**src/rtl/turf_udp_pkg.sv**
```systemverilog
// Shared types and field layout for the TURF UDP read/write initiator.
// Optional timeout support is enabled by defining TURF_UDP_INIT_TIMEOUT_EN.
package turf_udp_pkg;

    localparam int unsigned TDATA_W = 64;
    localparam int unsigned KEEP_W  = 8;
    localparam int unsigned ADR_W   = 28;
    localparam int unsigned DAT_W   = 32;
    localparam int unsigned TMO_W   = 16;

    // Header word layout: {ip, port, length}
    localparam int unsigned HDR_IP_LSB   = 32;
    localparam int unsigned HDR_PORT_LSB = 16;
    localparam logic [HDR_PORT_LSB-1:0] HDR_LEN = 16'd8;

    // Payload word layout: {dat, wr, rsvd, adr}
    localparam int unsigned ADR_MSB = 27;
    localparam int unsigned WR_BIT  = 31;
    localparam int unsigned DAT_LSB = 32;

    localparam logic [DAT_W-1:0] TMO_DAT = 32'hDEAD_DEAD;

    typedef enum logic [2:0] {
        S_IDLE     = 3'd0,
        S_SEND_HDR = 3'd1,
        S_SEND_PAY = 3'd2,
        S_WAIT_HDR = 3'd3,
        S_WAIT_PAY = 3'd4,
        S_DRAIN    = 3'd5,
        S_DONE     = 3'd6
    } state_t;

    typedef struct packed {
        logic [TDATA_W-HDR_IP_LSB-1:0]        ip;
        logic [HDR_IP_LSB-HDR_PORT_LSB-1:0]   port;
        logic [HDR_PORT_LSB-1:0]              len;
    } udp_hdr_t;

    typedef struct packed {
        logic [TDATA_W-DAT_LSB-1:0] dat;
        logic                       wr;
        logic [WR_BIT-ADR_MSB-2:0]  rsvd;
        logic [ADR_MSB:0]           adr;
    } udp_pay_t;

    function automatic udp_hdr_t make_hdr(input logic [31:0] ip, input logic [15:0] port);
        udp_hdr_t h;
        h.ip   = ip;
        h.port = port;
        h.len  = HDR_LEN;
        return h;
    endfunction

    // Read requests carry a zero data field.
    function automatic udp_pay_t make_pay(input logic wr, input logic [ADR_W-1:0] adr,
                                          input logic [DAT_W-1:0] dat);
        udp_pay_t p;
        p.dat  = wr ? dat : '0;
        p.wr   = wr;
        p.rsvd = '0;
        p.adr  = adr;
        return p;
    endfunction

endpackage

```
**src/rtl/turf_udp_timeout.sv**
```systemverilog
// Response timeout counter; only built when TURF_UDP_INIT_TIMEOUT_EN is defined.
`ifdef TURF_UDP_INIT_TIMEOUT_EN
module turf_udp_timeout
    import turf_udp_pkg::*;
#(
    parameter logic [TMO_W-1:0] LIMIT = 16'd65535
) (
    input  logic aclk,
    input  logic aresetn,
    input  logic i_clear,
    input  logic i_run,
    output logic o_expired_c
);

    logic [TMO_W-1:0] r_cnt;

    // Saturates at LIMIT so a stuck run flag cannot wrap back to zero.
    always_ff @(posedge aclk) begin
        if (!aresetn) begin
            r_cnt <= '0;
        end else if (i_clear) begin
            r_cnt <= '0;
        end else if (i_run && (r_cnt != LIMIT)) begin
            r_cnt <= r_cnt + TMO_W'(1);
        end
    end

    assign o_expired_c = i_run && (r_cnt == LIMIT);

endmodule
`endif

```
**src/rtl/turf_udp_rdwr_initiator.sv**
```systemverilog
// Issues one TURF UDP register request frame per command and reports the response.
// Define TURF_UDP_INIT_TIMEOUT_EN to abandon responses after TIMEOUT cycles.
module turf_udp_rdwr_initiator
    import turf_udp_pkg::*;
#(
    parameter logic [31:0] DEST_IP = 32'hC0A8_0180,
    parameter logic [15:0] RD_PORT = 16'd21618,
    parameter logic [15:0] WR_PORT = 16'd21623,
    parameter logic [15:0] TIMEOUT = 16'd65535
) (
    input  logic               aclk,
    input  logic               aresetn,

    input  logic               cmd_valid,
    output logic               cmd_ready,
    input  logic               cmd_wr,
    input  logic [ADR_W-1:0]   cmd_adr,
    input  logic [DAT_W-1:0]   cmd_dat,

    output logic               rsp_valid,
    output logic [DAT_W-1:0]   rsp_dat,
    output logic               rsp_err,

    output logic [TDATA_W-1:0] m_hdr_tdata,
    output logic               m_hdr_tvalid,
    input  logic               m_hdr_tready,
    output logic               m_hdr_tuser,

    output logic [TDATA_W-1:0] m_payload_tdata,
    output logic               m_payload_tvalid,
    input  logic               m_payload_tready,
    output logic [KEEP_W-1:0]  m_payload_tkeep,
    output logic               m_payload_tlast,

    input  logic [TDATA_W-1:0] s_hdr_tdata,
    input  logic               s_hdr_tvalid,
    output logic               s_hdr_tready,
    input  logic               s_hdr_tuser,

    input  logic [TDATA_W-1:0] s_payload_tdata,
    input  logic               s_payload_tvalid,
    output logic               s_payload_tready,
    input  logic [KEEP_W-1:0]  s_payload_tkeep,
    input  logic               s_payload_tlast
);

    state_t r_state, w_nxt;

    logic               r_cmd_ready;
    logic               r_m_hdr_tvalid;
    logic               r_m_hdr_tuser;
    logic [TDATA_W-1:0] r_m_hdr_tdata;
    logic               r_m_pay_tvalid;
    logic [TDATA_W-1:0] r_m_pay_tdata;
    logic [KEEP_W-1:0]  r_m_pay_tkeep;
    logic               r_m_pay_tlast;
    logic               r_s_hdr_tready;
    logic               r_s_pay_tready;
    logic               r_rsp_valid;
    logic [DAT_W-1:0]   r_rsp_dat;
    logic               r_rsp_err;
    logic               r_tuser_ok;
    logic               r_match;

    logic w_cmd_hs, w_mh_hs, w_mp_hs, w_sh_hs, w_sp_hs;
    logic w_match_c, w_timeout;
    logic w_unused;

    assign w_cmd_hs = cmd_valid & r_cmd_ready;
    assign w_mh_hs  = r_m_hdr_tvalid & m_hdr_tready;
    assign w_mp_hs  = r_m_pay_tvalid & m_payload_tready;
    assign w_sh_hs  = s_hdr_tvalid & r_s_hdr_tready;
    assign w_sp_hs  = s_payload_tvalid & r_s_pay_tready;

    // Response matches when the port flag agrees and the low word echoes the request.
    assign w_match_c = r_tuser_ok
                     & (s_payload_tdata[DAT_LSB-1:0] == r_m_pay_tdata[DAT_LSB-1:0])
                     & (s_payload_tkeep == {KEEP_W{1'b1}});

    // Response header contents carry no information this block checks.
    assign w_unused = ^s_hdr_tdata;

`ifdef TURF_UDP_INIT_TIMEOUT_EN
    logic w_tmo_clr, w_tmo_run, w_tmo_exp_c;

    assign w_tmo_clr = (r_state == S_SEND_PAY) && w_mp_hs;
    assign w_tmo_run = (r_state == S_WAIT_HDR) || (r_state == S_WAIT_PAY);

    turf_udp_timeout #(
        .LIMIT       (TIMEOUT)
    ) u_timeout (
        .aclk        (aclk),
        .aresetn     (aresetn),
        .i_clear     (w_tmo_clr),
        .i_run       (w_tmo_run),
        .o_expired_c (w_tmo_exp_c)
    );

    assign w_timeout = w_tmo_exp_c;
`else
    logic w_unused_tmo;

    assign w_timeout    = 1'b0;
    assign w_unused_tmo = ^TIMEOUT;
`endif

    always_ff @(posedge aclk) begin
        if (!aresetn) begin
            r_state <= S_IDLE;
        end else begin
            r_state <= w_nxt;
        end
    end

    always_comb begin
        w_nxt = r_state;
        case (r_state)
            S_IDLE:     if (w_cmd_hs) w_nxt = S_SEND_HDR;
            S_SEND_HDR: if (w_mh_hs)  w_nxt = S_SEND_PAY;
            S_SEND_PAY: if (w_mp_hs)  w_nxt = S_WAIT_HDR;
            S_WAIT_HDR: if (w_sh_hs)  w_nxt = S_WAIT_PAY;
            S_WAIT_PAY: if (w_sp_hs)  w_nxt = s_payload_tlast ? S_DONE : S_DRAIN;
            S_DRAIN:    if (w_sp_hs && s_payload_tlast) w_nxt = S_DONE;
            S_DONE:     w_nxt = S_IDLE;
            default:    w_nxt = S_IDLE;
        endcase
        if (w_timeout) begin
            w_nxt = S_DONE;
        end
    end

    // Stream flags are registered from the next state so they line up with it.
    always_ff @(posedge aclk) begin
        if (!aresetn) begin
            r_cmd_ready    <= 1'b0;
            r_m_hdr_tvalid <= 1'b0;
            r_m_hdr_tuser  <= 1'b0;
            r_m_hdr_tdata  <= '0;
            r_m_pay_tvalid <= 1'b0;
            r_m_pay_tdata  <= '0;
            r_m_pay_tkeep  <= '0;
            r_m_pay_tlast  <= 1'b0;
            r_s_hdr_tready <= 1'b0;
            r_s_pay_tready <= 1'b0;
            r_rsp_valid    <= 1'b0;
            r_rsp_dat      <= '0;
            r_rsp_err      <= 1'b0;
            r_tuser_ok     <= 1'b0;
            r_match        <= 1'b0;
        end else begin
            r_cmd_ready    <= (w_nxt == S_IDLE);
            r_m_hdr_tvalid <= (w_nxt == S_SEND_HDR);
            r_m_pay_tvalid <= (w_nxt == S_SEND_PAY);
            r_m_pay_tkeep  <= (w_nxt == S_SEND_PAY) ? {KEEP_W{1'b1}} : '0;
            r_m_pay_tlast  <= (w_nxt == S_SEND_PAY);
            r_s_hdr_tready <= (w_nxt == S_IDLE) || (w_nxt == S_WAIT_HDR);
            r_s_pay_tready <= (w_nxt == S_IDLE) || (w_nxt == S_WAIT_PAY) || (w_nxt == S_DRAIN);
            r_rsp_valid    <= (w_nxt == S_DONE);
            r_rsp_err      <= 1'b0;

            if (w_cmd_hs) begin
                r_m_hdr_tdata <= make_hdr(DEST_IP, cmd_wr ? WR_PORT : RD_PORT);
                r_m_hdr_tuser <= ~cmd_wr;
                r_m_pay_tdata <= make_pay(cmd_wr, cmd_adr, cmd_dat);
            end

            if ((r_state == S_WAIT_HDR) && w_sh_hs) begin
                r_tuser_ok <= (s_hdr_tuser == r_m_hdr_tuser);
            end

            if ((r_state == S_WAIT_PAY) && w_sp_hs) begin
                r_match   <= w_match_c;
                r_rsp_dat <= s_payload_tdata[TDATA_W-1:DAT_LSB];
            end

            if (w_nxt == S_DONE) begin
                if (w_timeout) begin
                    r_rsp_err <= 1'b1;
                    r_rsp_dat <= TMO_DAT;
                end else if (r_state == S_WAIT_PAY) begin
                    r_rsp_err <= ~w_match_c;
                end else begin
                    r_rsp_err <= ~r_match;
                end
            end
        end
    end

    assign cmd_ready        = r_cmd_ready;
    assign m_hdr_tvalid     = r_m_hdr_tvalid;
    assign m_hdr_tuser      = r_m_hdr_tuser;
    assign m_hdr_tdata      = r_m_hdr_tdata;
    assign m_payload_tvalid = r_m_pay_tvalid;
    assign m_payload_tdata  = r_m_pay_tdata;
    assign m_payload_tkeep  = r_m_pay_tkeep;
    assign m_payload_tlast  = r_m_pay_tlast;
    assign s_hdr_tready     = r_s_hdr_tready;
    assign s_payload_tready = r_s_pay_tready;
    assign rsp_valid        = r_rsp_valid;
    assign rsp_dat          = r_rsp_dat;
    assign rsp_err          = r_rsp_err;

endmodule

```
**config.mk**
```make
export PLATFORM = sky130hd
export DESIGN_NAME = turf_udp_rdwr_initiator
export DESIGN_NICKNAME = d
export VERILOG_FILES = /design/src/rtl/turf_udp_pkg.sv /design/src/rtl/turf_udp_timeout.sv /design/src/rtl/turf_udp_rdwr_initiator.sv
export SDC_FILE = /design/constraint.sdc
export NUM_CORES = 1
export LEC_CHECK = 0
export ABC_AREA = 1
export BUFFER_PORTS_ARGS = -buffer_cell sky130_fd_sc_hd__buf_2
export CORE_AREA = 4 4 147 149
export DETAILED_ROUTE_END_ITERATION = 8
export DIE_AREA = 0 0 151 153
export GPL_ROUTABILITY_DRIVEN = 1
export PLACE_DENSITY = 0.59
export SETUP_SLACK_MARGIN = 0.05
export SYNTH_ARGS = -nofsm -noshare
export SYNTH_HDL_FRONTEND = slang
export SYNTH_SLANG_ARGS = --single-unit
```
**constraint.sdc**
```tcl
create_clock -name aclk -period 3.2 [get_ports aclk]
set_input_delay 0.16 -clock aclk [delete_from_list [all_inputs] [get_ports aclk]]
set_output_delay 0.16 -clock aclk [all_outputs]
set_load 0.05 [all_outputs]
```
# Word-level counts from Yosys, hierarchy flattened
# Cells that the tools add are included.
dict set report word_totals {
  ff_bits 132
  in_bits 206
  out_inout_bits 177
  wordCells 60
}
dict set report op_classes {
  n_eq_ne 14
  n_mux 12
  n_bitwise 10
  reduce_logical 9
}
# cell n
set op_table {}
lappend op_table {{$eq 32x32->1} 1}
lappend op_table {{$mux 32} 1}
lappend op_table {{$mux 3} 7}
lappend op_table {{$pmux 3 s6} 1}
lappend op_table {{$eq 3x3->1 const B} 5}
lappend op_table {{$eq 3x2->1 const B} 4}
lappend op_table {{$eq 8x8->1 const B} 1}
lappend op_table {{$mux 8} 1}
lappend op_table {{$and 1x1->1} 7}
lappend op_table {{$eq 3x1->1 const B} 2}
lappend op_table {{$logic_not 3->1} 2}
lappend op_table {{$logic_and 1x1->1} 3}
lappend op_table {{$logic_or 1x1->1} 3}
lappend op_table {{$not 1->1} 3}
lappend op_table {{$mux 2} 1}
lappend op_table {{$reduce_and 2->1} 1}
lappend op_table {{$eq 1x1->1} 1}
lappend op_table {{$mux 1} 1}

# Longest topological paths before layout
dict set report depth {
  depth_word 7
  mapped_depth 10
  mapped_depth_nobuf 10
}

# Least setup slack after synthesis
# OpenSTA, ideal clock, no wires.
dict set report synth_timing {
  kind {register to register}
  start {reg r_cmd_ready, in the netlist cmd_ready}
  end {reg r_s_pay_tready, in the netlist s_payload_tready}
  setup_time_ps 131
  arrival_ps 1414
  required_time_ps 3069
  slack_ps 1655
  path_stages_with_launch 10
  n_path_buf 0
  synth_period_minus_slack_ps 1545
  cell_sequence {dfxtp_1 nand2_1 inv_2 nand4_1 o21ai_0 nor2_1 nand2_1 inv_1 nand2_2 a21oi_2}
}
dict set report synth_via {
  elab_chain_cells 6
}
# item line_no
set synth_rtl {}
lappend synth_rtl {{start, declared} turf_udp_rdwr_initiator.sv:49} ;# logic r_cmd_ready;
lappend synth_rtl {{start signal, assigned} turf_udp_rdwr_initiator.sv:151} ;# r_cmd_ready <= (w_nxt == S_IDLE);
lappend synth_rtl {{$and 1x1->1 (*)} turf_udp_rdwr_initiator.sv:69} ;# assign w_cmd_hs = cmd_valid & r_cmd_ready;
lappend synth_rtl {{$mux 3 (*)} turf_udp_rdwr_initiator.sv:118} ;# S_IDLE: if (w_cmd_hs) w_nxt = S_SEND_HDR;
lappend synth_rtl {{$pmux 3 s6 (*)} turf_udp_rdwr_initiator.sv:117} ;# case (r_state)
lappend synth_rtl {{$eq 3x3->1 or $logic_not 3->1 (tied branches)} turf_udp_rdwr_initiator.sv:157} ;# r_s_pay_tready <= (w_nxt == S_IDLE) || (w_nxt == S_WAIT_PAY) || (w_nxt == S_DRAIN);
lappend synth_rtl {{$logic_or 1x1->1} turf_udp_rdwr_initiator.sv:157}
lappend synth_rtl {{$logic_or 1x1->1 (*)} turf_udp_rdwr_initiator.sv:157}
lappend synth_rtl {{end signal, assigned} turf_udp_rdwr_initiator.sv:157}
lappend synth_rtl {{end, declared} turf_udp_rdwr_initiator.sv:58} ;# logic r_s_pay_tready;
# Mark *: on every way between the ends. The rest lies on a longest branch, timed or not.
# A chain may end at the register's enable or synchronous reset.

# Worst setup path in the final report
dict set report layout_timing {
  start {reg r_state[1]}
  end {reg r_match}
}
dict set report layout_via {
  elab_chain_cells 2
}
# item line_no
set layout_rtl {}
lappend layout_rtl {{start, declared} turf_udp_rdwr_initiator.sv:47} ;# state_t r_state, w_nxt;
lappend layout_rtl {{start signal, assigned} turf_udp_rdwr_initiator.sv:111} ;# r_state <= w_nxt;
lappend layout_rtl {{$eq 3x3->1} turf_udp_rdwr_initiator.sv:171} ;# if ((r_state == S_WAIT_PAY) && w_sp_hs) begin
lappend layout_rtl {{$logic_and 1x1->1} turf_udp_rdwr_initiator.sv:171}
lappend layout_rtl {{end signal, assigned} turf_udp_rdwr_initiator.sv:172} ;# r_match <= w_match_c;
lappend layout_rtl {{end, declared} turf_udp_rdwr_initiator.sv:63} ;# logic r_match;
# No other way between the ends.

==> out/results.tsv <==
stage	metric	value	unit
logic_synthesis	synthArstFlopShare	0	
logic_synthesis	synth.ff_latch_count	107	
worst_setup_path	end_kind	flip-flop	
logic_synthesis	synth_area_leaders	dfxtp_1 45%, nand2_1 15%, buf_4 12%	
worst_setup_path	critPathTopFamily	buffers and inverters	
flow_run	maxCapViolations	0	
worst_setup_path	worstPathCellList	inv_2 > nand2_1 > nor2_4 > nand2_4 > inv_2 > o21ai_0 > a21oi_1	
worst_setup_path	crit_start	r_state[1]	
placed_design	dp_hpwl	11100	µm
global_routing	grt_pass1_wl	21900	µm
logic_synthesis	synth-edff-count	0	
logic_synthesis	syn_inst	650	
worst_setup_path	cp_common_cell	inv_2	
floorplan	ios	383	
logic_synthesis	synthFlopType	dfxtp_1	
floorplan	core	20200	µm²
clock_tree	postCtsHoldBufs	0	
power_and_ir_drop	cellPowerDensity	534	nW/µm²
clock_tree	post_cts_buffers	0	
worst_setup_path	regToRegStartpoint	r_state[1]	
clock_tree	post_cts_resized	0	
routing	drt_first_iter_violations	181	
worst_setup_path	crit_buf_inv	2	
sta	finalCritPeriodShare	0.584	
placed_design	port_buffers	268	
sta	finalHoldWorstSlack	0.0382	ns
worst_setup_path	worst_r2r_endpoint	r_match	
layout	fin_area	6310	µm²
placed_design	postPlaceCellArea	6000	µm²
power_and_ir_drop	leakagePower	3.11	nW
logic_synthesis	synth.distinct_cells	25	
layout	nets	1086	
sta	clock_skew	0.0102	ns
worst_setup_path	crit_arrival	2.15	ns
logic_synthesis	yosys_warnings	0	
min_path	hold_path.class	input pin to flip-flop	
worst_setup_path	cp.depth	7	
power_and_ir_drop	vdd_drop_max	0.000210	V
routing	drtAntennaViolNets	0	
worst_setup_path	r2r_slack	1.33	ns
routing	drc_errors	0	
placed_design	dp.cells	1139	
global_routing	grt.total_usage	0.120	
clock_tree	clk_pin_slew	0.09	ns
sta	rsz0062_at_grt	false	
worst_setup_path	crit_required	3.48	ns
logic_synthesis	synth_top_cell_area_share	0.447	
logic_synthesis	yosys.area.top_type	dfxtp_1	
routing	avgRoutedWirePerCell	12.8	µm
worst_setup_path	crit_type	flip-flop to flip-flop	
logic_synthesis	ys_seq_area_frac	0.447	
logic_synthesis	syn_avg_cell_area	7.37	µm²
global_routing	grt_remaining_overflow	0	
clock_tree	cts_tree	yes	
worst_setup_path	ff2ff_path_depth	7	
clock_tree	cts_max_level	3	
worst_setup_path	start_kind	flip-flop	
floorplan	die_area	23100	µm²
clock_tree	numCtsBuffers	9	
layout	fillers	2207	
logic_synthesis	ys_top_cells_by_count	194 x nand2_1, 107 x dfxtp_1, 78 x buf_4	
worst_setup_path	slowest_delay	0.52	ns
worst_setup_path	critPathMaxFanout	34	
run_status	outcome	complete, no violations	
worst_setup_path	endpoint	r_match	
sta	hold_viol	0	
sta	setup_violations	0	
floorplan	rows	52	
sta	drv_slew	0	
sta	finalCriticalPeriod	1.87	ns
clock_tree	clockBufferDepth	2	
global_routing	grt_pass1_vias	4080	
logic_synthesis	syn_area	4790	µm²
sta	max_freq	535	MHz
floorplan	initial_core_util	0.237	
floorplan	dieHeight	153	µm
routing	routed_wirelength	14800	µm
layout	fin_util	0.313	
routing	dr.pass1.iters	6	
worst_setup_path	worst_path_max_delay_cell	inv_2	
global_routing	grt_max_degree	68	
layout	final_cells	1156	
floorplan	die_width	151	µm
placed_design	routabilityCongestion	0.770	
layout	syn_to_final_growth	31.7	%
clock_tree	worstSkewPairLatency	0.36	ns
clock_tree	ctsRootBufferMaster	clkbuf_16	
clock_tree	cts_sinks	107	
logic_synthesis	synth.most_common_cell	nand2_1	
sta	worst_slew_pin_slew	1.12	ns
sta	setup-tns-final	0	ns
layout	layout-drive-gt1-share	0.340	
sta	slew_headroom	0.254	
routing	viasPerCell	3.94	
routing	vias	4550	
global_routing	antenna_found_initial	1	
-- worst min-delay path by stage --
stage | startpoint | to | slack (ns) | depth (start not counted)
6_report | s_payload_tdata[48] | rsp_dat[16] | 0.04 | 3
5_1_grt | s_payload_tdata[52] | rsp_dat[20] | 0.03 | 3
4_1_cts | cmd_dat[30] | m_payload_tdata[62] | 0.02 | 3
3_5_place_dp | cmd_dat[16] | m_payload_tdata[48] | 0.41 | 3
3_3_place_gp | cmd_dat[13] | m_payload_tdata[45] | 0.41 | 3
2_1_floorplan | aresetn | r_match | 0.30 | 2
-- state kept, by name, indices dropped and copies added, names as in the netlist --
name              count
rsp_err               1
rsp_valid             1
s_hdr_tready          1
s_payload_tready      1
cmd_ready             1
m_payload_tdata      61
r_state               3
m_hdr_tvalid          1
m_payload_tkeep       1
rsp_dat              32
m_hdr_tdata           1
r_tuser_ok            1
r_match               1
m_hdr_tuser           1
-- report_power, final --
| group | internal, mW | switching [mW] | leakage (nW) |
|---|---|---|---|
| clock | 0.574 | 0.573 | 0.149 |
| sequential | 1.39 | 0.0484 | 0.870 |
| combinational | 0.193 | 0.590 | 2.10 |
| total | 2.16 | 1.21 | 3.11 |
-- metal layers --
metal | up-vias | global-route usage | part of all wire
li1 | 2361 | - | -
met1 | 1987 | 0.144 | 0.42
met2 | 184 | 0.210 | 0.49
met3 | 18 | 0.0246 | 0.075
met4 | 0 | 0.0471 | 0.020
met5 | - | 0 | 0
-- cell type report --
type | count | area (µm²) | area share
Antenna cell | 1 | 2.50 | 0.000397
Clock inverter | 6 | 62.6 | 0.00992
Inverter | 29 | 109 | 0.0173
Multi-Input combinational cell | 460 | 2030 | 0.323
Sequential cell | 107 | 2140 | 0.340
Clock buffer | 10 | 239 | 0.0379
Tap cell | 270 | 338 | 0.0536
Timing Repair Buffer | 273 | 1380 | 0.219
-- stage by stage --
step                total power [mW]  setup WS (ns)
floorplan                       2.11           1.65
global placement                2.25           1.33
detailed placement              2.26           1.28
CTS                             3.42           1.27
global route                    3.53           1.09
finish                          3.37           1.33
-- kinds of logic after synthesis --
family / count (synthesis) / share of synthesized area
AOI/OAI and AO/OA: 109 / 0.115
xor gates and xnor gates: 24 / 0.0439
buffers and inverters: 132 / 0.167
DFF: 107 / 0.447
other: 1 / 0.000783
and+or+nand+nor: 277 / 0.226
-- cell usage in the layout, fill, tap and decap left out --
| cell | synthesis | routed |
|---|---|---|
| nand2_1 | 194 | 193 |
| xor2_1 | 1 | 1 |
| nand2_2 | 1 | 2 |
| nor3_1 | 1 | 1 |
| or2_2 | 1 | 1 |
| nand3_1 | 3 | 3 |
| o21ai_1 | 2 | 2 |
| clkbuf_8 | 0 | 1 |
| clkinv_4 | 0 | 1 |
| o21ai_0 | 31 | 31 |
| nor3_4 | 1 | 1 |
| conb_1 | 1 | 50 |
| buf_2 | 8 | 268 |
| diode_2 | 0 | 1 |
| a211oi_1 | 1 | 1 |
| clkinv_8 | 0 | 1 |
| inv_6 | 0 | 3 |
| inv_1 | 24 | 24 |
| buf_4 | 78 | 5 |
| clkbuf_16 | 0 | 9 |
| inv_2 | 5 | 5 |
| a21oi_1 | 74 | 74 |
| inv_8 | 0 | 1 |
| xnor2_1 | 23 | 23 |
| nor2_1 | 72 | 72 |
| nand4_1 | 2 | 2 |
| nor2_4 | 1 | 1 |
| dfxtp_1 | 107 | 107 |
| nand2_4 | 1 | 1 |
| a21oi_2 | 1 | 1 |
-- worst register-to-register path, stage by stage (launching register included) --
cell and delay, ns:
dfxtp_1 0.32, inv_2 0.08, nand2_1 0.12, nor2_4 0.19, nand2_4 0.25, inv_2 0.53
o21ai_0 0.18, a21oi_1 0.14
(Power assumes the default switching activity.)
